===== config.mk =====
export PLATFORM = sky130hd
export DESIGN_NAME = shift_issue_stage_flat
export DESIGN_NICKNAME = d
export VERILOG_FILES = /design/src/rtl/alu_shift_pkg.sv /design/src/rtl/shift_issue_stage_if.sv /design/src/rtl/skid_buf_2.sv /design/src/rtl/shift_issue_stage.sv /design/src/flat_wrapper.sv
export SDC_FILE = /design/constraint.sdc
export NUM_CORES = 1
export LEC_CHECK = 0
export CORE_ASPECT_RATIO = 0.75
export CORE_MARGIN = 4
export CORE_UTILIZATION = 41
export CTS_BUF_LIST = sky130_fd_sc_hd__clkbuf_16
export CTS_CLUSTER_DIAMETER = 30
export DETAILED_ROUTE_END_ITERATION = 6
export PLACE_DENSITY = 0.86
export SYNTH_ARGS = -nofsm -noshare
export SYNTH_HDL_FRONTEND = slang
export SYNTH_SLANG_ARGS = --single-unit

===== constraint.sdc =====
create_clock -name clk -period 1.4 [get_ports clk]
set_input_delay 0.28 -clock clk [delete_from_list [all_inputs] [get_ports clk]]
set_output_delay 0.28 -clock clk [all_outputs]
set_load 0.03 [all_outputs]

===== src/rtl/alu_shift_pkg.sv =====
// rtl/alu_shift_pkg.sv - shared types and decode for the shifter issue stage
// Op codes, shifter control encodings, the decoded entry and the op decoder.
package alu_shift_pkg;

  localparam int WIDTH   = 32;
  localparam int SHAMT_W = $clog2(WIDTH);
  localparam int TAG_W   = 4;
  localparam int CNT_W   = 16;

  typedef enum logic [2:0] {
    OP_SLL = 3'b000,
    OP_SRL = 3'b001,
    OP_SRA = 3'b010
  } op_e;

  typedef enum logic [1:0] {
    SH_LEFT = 2'b01,
    SH_SRA  = 2'b10,
    SH_SRL  = 2'b11
  } shift_e;

  typedef struct packed {
    shift_e               shift;
    logic [WIDTH-1:0]     data;
    logic [SHAMT_W-1:0]   shamt;
    logic [TAG_W-1:0]     tag;
    logic                 illegal;
  } entry_t;

  localparam entry_t ENTRY_RST = '{
    shift:   SH_SRL,
    data:    '0,
    shamt:   '0,
    tag:     '0,
    illegal: 1'b0
  };

  // Illegal ops become a logical right shift by zero so the shifter passes rs1 through.
  function automatic entry_t decode_op(
    input logic [2:0]         op,
    input logic [WIDTH-1:0]   rs1,
    input logic [WIDTH-1:0]   rs2,
    input logic [SHAMT_W-1:0] imm,
    input logic               use_imm,
    input logic [TAG_W-1:0]   tag
  );
    entry_t e;
    e.data    = rs1;
    e.tag     = tag;
    e.illegal = 1'b0;
    e.shamt   = use_imm ? imm : rs2[SHAMT_W-1:0];
    case (op)
      OP_SLL:  e.shift = SH_LEFT;
      OP_SRL:  e.shift = SH_SRL;
      OP_SRA:  e.shift = SH_SRA;
      default: begin
        e.shift   = SH_SRL;
        e.shamt   = '0;
        e.illegal = 1'b1;
      end
    endcase
    return e;
  endfunction

endpackage


===== src/rtl/shift_issue_stage_if.sv =====
// rtl/shift_issue_stage_if.sv - request and shifter-operand handshake bundle
// master drives requests and consumes operands; slave is the issue stage.
interface shift_issue_stage_if;
  import alu_shift_pkg::*;

  logic                 in_valid;
  logic                 in_ready;
  logic [2:0]           in_op;
  logic [WIDTH-1:0]     in_rs1;
  logic [WIDTH-1:0]     in_rs2;
  logic [SHAMT_W-1:0]   in_imm;
  logic                 in_use_imm;
  logic [TAG_W-1:0]     in_tag;

  logic                 out_valid;
  logic                 out_ready;
  logic [1:0]           out_shift;
  logic [WIDTH-1:0]     out_data;
  logic [SHAMT_W-1:0]   out_shamt;
  logic [TAG_W-1:0]     out_tag;
  logic                 out_illegal;

  modport master (
    output in_valid, in_op, in_rs1, in_rs2, in_imm, in_use_imm, in_tag, out_ready,
    input  in_ready, out_valid, out_shift, out_data, out_shamt, out_tag, out_illegal
  );

  modport slave (
    input  in_valid, in_op, in_rs1, in_rs2, in_imm, in_use_imm, in_tag, out_ready,
    output in_ready, out_valid, out_shift, out_data, out_shamt, out_tag, out_illegal
  );

endinterface


===== src/rtl/skid_buf_2.sv =====
// rtl/skid_buf_2.sv - two-entry valid/ready skid buffer with registered ready
// MAIN drives the output and only changes on load, so a stalled output is stable.
module skid_buf_2 #(
  parameter int           W        = 8,
  parameter logic [W-1:0] RST_DATA = '0
) (
  input  logic         clk_i,
  input  logic         rst_i,
  input  logic         flush_i,
  input  logic         s_valid_i,
  output logic         s_ready_o,
  input  logic [W-1:0] s_data_i,
  output logic         m_valid_o,
  input  logic         m_ready_i,
  output logic [W-1:0] m_data_o
);

  logic         main_v_q, main_v_d;
  logic         skid_v_q, skid_v_d;
  logic [W-1:0] main_q, main_d;
  logic [W-1:0] skid_q, skid_d;
  logic         accept, xfer;

  assign s_ready_o = !skid_v_q;
  assign m_valid_o = main_v_q;
  assign m_data_o  = main_q;
  assign accept    = s_valid_i && !skid_v_q && !flush_i;
  assign xfer      = main_v_q && m_ready_i;

  always_comb begin
    main_v_d = main_v_q;
    skid_v_d = skid_v_q;
    main_d   = main_q;
    skid_d   = skid_q;
    if (flush_i) begin
      main_v_d = 1'b0;
      skid_v_d = 1'b0;
    end else if (!main_v_q || xfer) begin
      // MAIN is free this cycle: an older skid entry always wins over a new request.
      if (skid_v_q) begin
        main_v_d = 1'b1;
        main_d   = skid_q;
        skid_v_d = 1'b0;
      end else if (accept) begin
        main_v_d = 1'b1;
        main_d   = s_data_i;
      end else begin
        main_v_d = 1'b0;
      end
    end else if (accept) begin
      skid_v_d = 1'b1;
      skid_d   = s_data_i;
    end
  end

  always_ff @(posedge clk_i) begin
    if (rst_i) begin
      main_v_q <= 1'b0;
      skid_v_q <= 1'b0;
      main_q   <= RST_DATA;
      skid_q   <= RST_DATA;
    end else begin
      main_v_q <= main_v_d;
      skid_v_q <= skid_v_d;
      main_q   <= main_d;
      skid_q   <= skid_d;
    end
  end

endmodule


===== src/rtl/shift_issue_stage.sv =====
// rtl/shift_issue_stage.sv - registered issue stage feeding the 32-bit shifter
// Decodes requests at accept, buffers them in a 2-entry skid and counts transfers.
module shift_issue_stage
  import alu_shift_pkg::*;
(
  input  logic                   clk,
  input  logic                   rst,
  input  logic                   flush,
  shift_issue_stage_if.slave     bus,
  output logic [CNT_W-1:0]       issued_cnt
);

  entry_t             in_entry;
  entry_t             main_entry;
  logic               main_valid;
  logic               xfer;
  logic [CNT_W-1:0]   cnt_q, cnt_d;

  assign in_entry = decode_op(bus.in_op, bus.in_rs1, bus.in_rs2,
                              bus.in_imm, bus.in_use_imm, bus.in_tag);

  skid_buf_2 #(
    .W        ($bits(entry_t)),
    .RST_DATA (ENTRY_RST)
  ) u_skid (
    .clk_i     (clk),
    .rst_i     (rst),
    .flush_i   (flush),
    .s_valid_i (bus.in_valid),
    .s_ready_o (bus.in_ready),
    .s_data_i  (in_entry),
    .m_valid_o (main_valid),
    .m_ready_i (bus.out_ready),
    .m_data_o  (main_entry)
  );

  assign bus.out_valid   = main_valid;
  assign bus.out_shift   = main_entry.shift;
  assign bus.out_data    = main_entry.data;
  assign bus.out_shamt   = main_entry.shamt;
  assign bus.out_tag     = main_entry.tag;
  assign bus.out_illegal = main_entry.illegal;

  // A transfer in a flush cycle still completes, so the count ignores flush.
  assign xfer = main_valid && bus.out_ready;

  always_comb begin
    cnt_d = cnt_q;
    if (xfer) begin
      cnt_d = cnt_q + 1'b1;
    end
  end

  always_ff @(posedge clk) begin
    if (rst) begin
      cnt_q <= '0;
    end else begin
      cnt_q <= cnt_d;
    end
  end

  assign issued_cnt = cnt_q;

endmodule


===== src/flat_wrapper.sv =====
// flat-port wrapper written by rule: the top's interface ports become plain ports
module shift_issue_stage_flat import alu_shift_pkg::*;
  (clk, rst, flush, issued_cnt, bus_in_valid, bus_in_op, bus_in_rs1, bus_in_rs2, bus_in_imm, bus_in_use_imm, bus_in_tag, bus_out_ready, bus_in_ready, bus_out_valid, bus_out_shift, bus_out_data, bus_out_shamt, bus_out_tag, bus_out_illegal);
  shift_issue_stage_if bus_i ();
  input  logic clk;
  input  logic rst;
  input  logic flush;
  output logic [CNT_W-1:0] issued_cnt;
  input wire logic [$bits(bus_i.in_valid)-1:0] bus_in_valid;
  input wire logic [$bits(bus_i.in_op)-1:0] bus_in_op;
  input wire logic [$bits(bus_i.in_rs1)-1:0] bus_in_rs1;
  input wire logic [$bits(bus_i.in_rs2)-1:0] bus_in_rs2;
  input wire logic [$bits(bus_i.in_imm)-1:0] bus_in_imm;
  input wire logic [$bits(bus_i.in_use_imm)-1:0] bus_in_use_imm;
  input wire logic [$bits(bus_i.in_tag)-1:0] bus_in_tag;
  input wire logic [$bits(bus_i.out_ready)-1:0] bus_out_ready;
  output wire logic [$bits(bus_i.in_ready)-1:0] bus_in_ready;
  output wire logic [$bits(bus_i.out_valid)-1:0] bus_out_valid;
  output wire logic [$bits(bus_i.out_shift)-1:0] bus_out_shift;
  output wire logic [$bits(bus_i.out_data)-1:0] bus_out_data;
  output wire logic [$bits(bus_i.out_shamt)-1:0] bus_out_shamt;
  output wire logic [$bits(bus_i.out_tag)-1:0] bus_out_tag;
  output wire logic [$bits(bus_i.out_illegal)-1:0] bus_out_illegal;
  assign bus_i.in_valid = bus_in_valid;
  assign bus_i.in_op = bus_in_op;
  assign bus_i.in_rs1 = bus_in_rs1;
  assign bus_i.in_rs2 = bus_in_rs2;
  assign bus_i.in_imm = bus_in_imm;
  assign bus_i.in_use_imm = bus_in_use_imm;
  assign bus_i.in_tag = bus_in_tag;
  assign bus_i.out_ready = bus_out_ready;
  assign bus_in_ready = bus_i.in_ready;
  assign bus_out_valid = bus_i.out_valid;
  assign bus_out_shift = bus_i.out_shift;
  assign bus_out_data = bus_i.out_data;
  assign bus_out_shamt = bus_i.out_shamt;
  assign bus_out_tag = bus_i.out_tag;
  assign bus_out_illegal = bus_i.out_illegal;
  shift_issue_stage u_core (.clk(clk), .rst(rst), .flush(flush), .bus(bus_i), .issued_cnt(issued_cnt));
endmodule

Word-level counts from Yosys, hierarchy flattened
Cells that the tools add are included.
{ "totals": {"ff_bits": 106, "latch_bits": 0, "mem_bits_rw": 0, "mem_bits_ro": 0, "in_bits": 82, "output_inout_bits": 62, "wordCells": 32, "memories": 0} }
{ "op_classes": {"n_addsub": 1, "mul": 0, "div_mod_pow": 0, "order_cmp": 0, "eq_ne": 2, "shift": 0, "mux": 8, "bitwise_logic": 2, "reduce_logical": 14} }
{ "ops": {"columns": ["cell", "n"], "rows": [
  ["two-way mux 44 bit", 2],
  ["adder 16 x 1 -> 16 bit, second input constant", 1],
  ["two-way mux 5 bit", 2],
  ["AND reduction 3 bit", 2],
  ["OR reduction 3 bit", 2],
  ["case mux 2 bit (2 select lines)", 1],
  ["== test 3 x 1 -> 1 bit, second input constant", 1],
  ["== test 3 x 2 -> 1 bit, second input constant", 1],
  ["logical AND 1 bit", 3],
  ["logical NOT 1 bit", 3],
  ["logical NOT 3 bit", 1],
  ["two-way mux 1 bit", 3],
  ["NOT 1 bit", 2],
  ["nonzero test 2 bit", 1],
  ["OR reduction 2 bit", 1],
  ["logical OR 1 bit", 1]
]} }

Logic depth before layout (Yosys ltp)
{ "depth": {"word_depth": 5, "depth_mapped": 7, "ltp_nobuf": 4} }

By module
From an unflattened synthesis, not the netlist that was laid out.
{ "hier_totals": {"cells_unflattened": 544, "hier_area_um2": 5367.6} }
{ "modules_own_cells": {"columns": ["module", "n_inst", "cells_each", "area_each_um2", "seq_area_each_um2"], "rows": [
  ["skid_buf_2", 1, 450, 4535.6, 1801.7],
  ["shift_issue_stage", 1, 94, 832.0, 320.3]
]} }

Least setup slack after synthesis
No wires, ideal clock.
{ "synth_timing": {"path_kind": "register to register", "startpoint": "register u_core.cnt_q[7] (netlist: u_core.issued_cnt[7])", "endpoint": "register u_core.cnt_q[15] (netlist: u_core.issued_cnt[15])", "setup_time_ns": 0.070, "arrival_time_ns": 1.595, "t_required_ns": 1.330, "path_slack_ns": -0.265, "path_stages_with_launch": 5, "path_buffers": 0, "period_less_slack_ns": 1.665, "cell_sequence": "dfxtp_1 -> and4_1 -> nand4_1 -> or4_1 -> a21oi_1"} }
{ "synth_between": {"elab_chain_cells": 1} }
{ "synth_lines": {"columns": ["element", "line_no", "rtl"], "rows": [
  ["from (decl)", "shift_issue_stage.sv:17", "logic [CNT_W-1:0] cnt_q, cnt_d;"],
  ["from (signal assigned)", "shift_issue_stage.sv:58", "cnt_q <= cnt_d;"],
  ["adder 16 x 1 -> 16 bit", "shift_issue_stage.sv:50", "cnt_d = cnt_q + 1'b1;"]
]} }
Every way passes these cells.
A chain may end at the register's enable or synchronous reset.

Worst setup path after layout
{ "layout_timing": {"startpoint": "register u_core.u_skid.main_v_q (netlist: u_core.u_skid.m_valid_o)", "endpoint": "register u_core.u_skid.skid_q[6]"} }
{ "layout_between": {"elab_chain_cells": 4, "elab_cells_between_ends": 5, "cone_classes": "bitwise (1); reduce/logical (4)"} }
{ "layout_lines": {"columns": ["element", "line_no", "rtl"], "rows": [
  ["from (decl)", "skid_buf_2.sv:18", "logic main_v_q, main_v_d;"],
  ["from (signal assigned)", "skid_buf_2.sv:63", "main_v_q <= main_v_d;"],
  ["logical NOT 1 bit / logical AND 1 bit (equally long branches)", "skid_buf_2.sv:38, skid_buf_2.sv:28", null],
  ["logical OR 1 bit *", "skid_buf_2.sv:38", "end else if (!main_v_q || xfer) begin"],
  ["NOT 1 bit (no source line) *", null, null],
  ["AND reduction 3 bit (no source line) *", null, null],
  ["to (signal assigned)", "skid_buf_2.sv:66", "skid_q <= skid_d;"],
  ["to (decl)", "skid_buf_2.sv:21", "logic [W-1:0] skid_q, skid_d;"]
]} }
Mark *: on every way between the ends. The rest lies on a longest branch, timed or not.

==> impl_results.md <==
* Worst skew pair latency at 350 ps
* Reg clk slew, reported paths at 70 ps
* Status: finished, violations left
* Layout cell share with drive strength beyond 1 at 22.7%
* #FFs+latches synth at 106
* Root buf cell: clkbuf_16
* Worst Path Class, Setup: flop to flop
* Final HPWL DP at 8130 um
* Max_cap viols at 0
* PnR worst setup slack at -13.7 ps
* Count of pins over their slew limit at 0
* DRT Pass-1 Iters at 4
* FF-to-FF setup slack at -10 ps
* Power Density at 1010 mW/mm^2
* Min-delay worst type: input port to flop
* Hold WS at 364 ps
* Die area at 0.0122 mm^2
* Area contributors post-synth: dfxtp_1 (49%), mux2i_1 (9.5%), a211oi_1 (7.5%)
* Core Area at 0.0103 mm^2
* Final Util at 63.8%
* GR Layer Usage met3 at 3.97%
* Placer congestion estimate at 0.858
* Vias in the first global route at 4024
* # rows at 32
* Largest family of logic cells by synthesized area: simple AND/OR/NAND/NOR gates
* Share of the synthesized area in the top cell type at 49.2%
* P_sw at 0.00169 W
* Hold Violations, Final at 0
* RSZ-0062 raised after global routing: true
* Worst-case headroom to the max-slew limit at 71.5%
* Clk pwr share at 37.7%
* GRT Residual Overflow at 0
* Synth Warn # at 0
* FF-to-FF path depth at 5
* Gr usage total at 18.7%
* Num CTS Buffers at 9
* Clk buf depth at 2
* Hold Path Sink: u_core.u_skid.m_valid_o
* Clk_skew at 10.3 ps
* Gr busiest metal: met2
* Vias at 4047
* Die Wd at 126 um
* Simple logic cell fraction of the synthesized area at 19.2%
* Post-synth cell types at 33
* Sequential area share after synthesis at 49.2%
* CTS tree: built
* P_leak at 2.42 nW
* Mean area per synthesized cell at 8.71 um^2
* Critical path peak fanout at 12
* Reg power frac at 47.6%
* Mapped Cells at 495
* Worst EP arrival at 1690 ps
* Period utilization at 101%
* Primary FF master, synth: dfxtp_1
* Hold path depth at 3
* Startpoint Class: flop
* FF-to-FF End: u_core.u_skid.skid_q[6]
* Slew @ Worst Pin at 428 ps
* Most frequent cells in the layout: dfxtp_1 (93), nand2_1 (83), nor2_1 (57)
* Post-DRT Antenna Nets at 0
* Logic pwr share at 14.7%
* Slowest stage cell, crit path: or3_4
* Largest net degree at the start of global routing at 38
* Buffers on Ports at 116
* Layout overhead on the synthesized area at 52.2%
* Vias/cell at 5.23
* Xor/xnor share of the synthesized area at 2.03%
* Post-synth EDFFs at 0
* Reg2reg start: u_core.u_skid.m_valid_o
* Crit. End Element: flop
* Ports at 144
* Fraction of synthesized area in multiplexers at 9.52%
* Met2 Use GR at 31.2%
* Async set-or-reset flop fraction in the synthesized netlist at 0%
* CP Launch Point: u_core.u_skid.m_valid_o
* Failing checks: setup timing
* Cts hold-fix bufs at 0
* Syn Nets at 578
* Initial antenna violation count at 0
* DR WL/cell at 16.0 um
* Synth Area in Compound Gates at 15.2%
* Highest Clock Rate at 707 MHz
* Worst Path Required at 1670 ps
* HP Start: flush
* First-pass GRT wire length at 19000 um
* Nets at 716
* Sink Count at 106
* Initial Util at 41.9%
* Worst path cell trace: nor2b_4, buf_6, nand3_4, or3_4, a21oi_2
* Commonest non-fill, non-tap cell in the layout: dfxtp_1
* Number of diodes at 0
* Max VDD drop at 0.000576 V
* DRT Wirelength at 12400 um
* Crit-path max cell delay at 370 ps
* Fin crit period at 1410 ps
* DRC Markers at 0
* # setup viols final at 2
* Int Pwr at 0.00494 W
* Iter 0 DRT Violations at 256
* Syn Std Cell Area at 0.00431 mm^2
* Synth Area in Adders at 0.290%
* Routing usage on met1 at 23.2%
* Largest area contributor in the netlist: dfxtp_1
* Switch share at 25.5%
* Die height at 96.8 um
* Htree depth at 3
logic make-up after synthesis:
logic type                 count (synthesis)
buffers and inverters                     42
xor gates and xnor gates                  10
DFF                                      106
AOI/OAI and AO/OA                        104
muxes                                     41
and+or+nand+nor                          191
adders and majority gates                  1
critical path: cells and delay by family, from the launching register on:
family	cells	cell delay [ps]
AND/OR/NAND/NOR	3	710
buffers and inverters	1	130
flip-flops	1	360
AO/OA/AOI/OAI	1	140
layout make-up:
class | instances | area, um^2
clock buffers | 11 | 275
clock inverters | 5 | 26.3
fillers | 778 | 3730
inverters | 2 | 11.3
multi-input cells | 347 | 2260
flip-flops and latches | 106 | 2160
well taps | 136 | 170
repair buffers | 167 | 1670
layer usage:
metal | vias to the layer above | routed length, um
met5 | - | 0
met3 | 28 | 689
met2 | 142 | 6020
li1 | 1997 | -
met1 | 1880 | 5350
met4 | 0 | 317
registers in the layout (all words and copies together) (netlist names):
signal / cells
u_core.issued_cnt: 16
u_core.u_skid.m_valid_o: 1
u_core.u_skid.skid_v_q: 1
u_core.u_skid.skid_q: 44
u_core.u_skid.m_data_o: 44
how the worst max path moves through the flow:
| stage | to | slack [ps] | depth (start not counted) |
|---|---|---|---|
| floorplan | u_core.issued_cnt[15] | -50 | 4 |
| global route | u_core.u_skid.skid_q[6] | -80 | 5 |
| CTS | u_core.u_skid.m_data_o[6] | -9 | 6 |
| finish | u_core.u_skid.skid_q[6] | -10 | 5 |
| detailed placement | u_core.u_skid.skid_q[6] | -550 | 5 |
| global placement | u_core.issued_cnt[14] | -490 | 5 |
power by group through the flow:
stage	clock network, W	logic [W]	registers (W)
2_1_floorplan	0	0.000280	0.00340
3_3_place_gp	0	0.000890	0.00323
3_5_place_dp	0	0.000910	0.00323
4_1_cts	0.00254	0.000889	0.00316
5_1_grt	0.00266	0.00104	0.00317
6_report	0.00250	0.000978	0.00316
synthesized netlist by cell type, types with 3 or more instances:
cell      number
a21oi_1       49
mux2i_1       41
dfxtp_1      106
buf_4          3
nor3_1        12
xor2_1        10
a211oi_1      43
or3_1         10
nand3_1        7
nand2_1       83
o21ai_0        4
a211o_1        4
clkbuf_1      17
and3_1         3
nor2_1        59
buf_1          3
nand4_1        6
buf_2         16
stage by stage:
stage	std cells	total power, W	area, um^2	setup slack [ps]	setup TNS, ps
finish	774	0.00664	6560	-13.7	-17.4
global route	774	0.00686	6560	-77.1	-1480
CTS	765	0.00659	6280	-8.71	-16.9
detailed placement	740	0.00414	5860	-549	-46320
global placement	740	0.00412	5860	-487	-41190
floorplan	495	0.00368	4380	-49.3	-55.8
what timing repair did:
item | CTS | global route
pin swaps | 3 | 11
buffers inserted | 7 | 5
gates cloned | 2 | 4
endpoints found under the setup margin | 155 | 117
gates resized for setup | 85 | 73
Power figures use the tool's default switching activity.
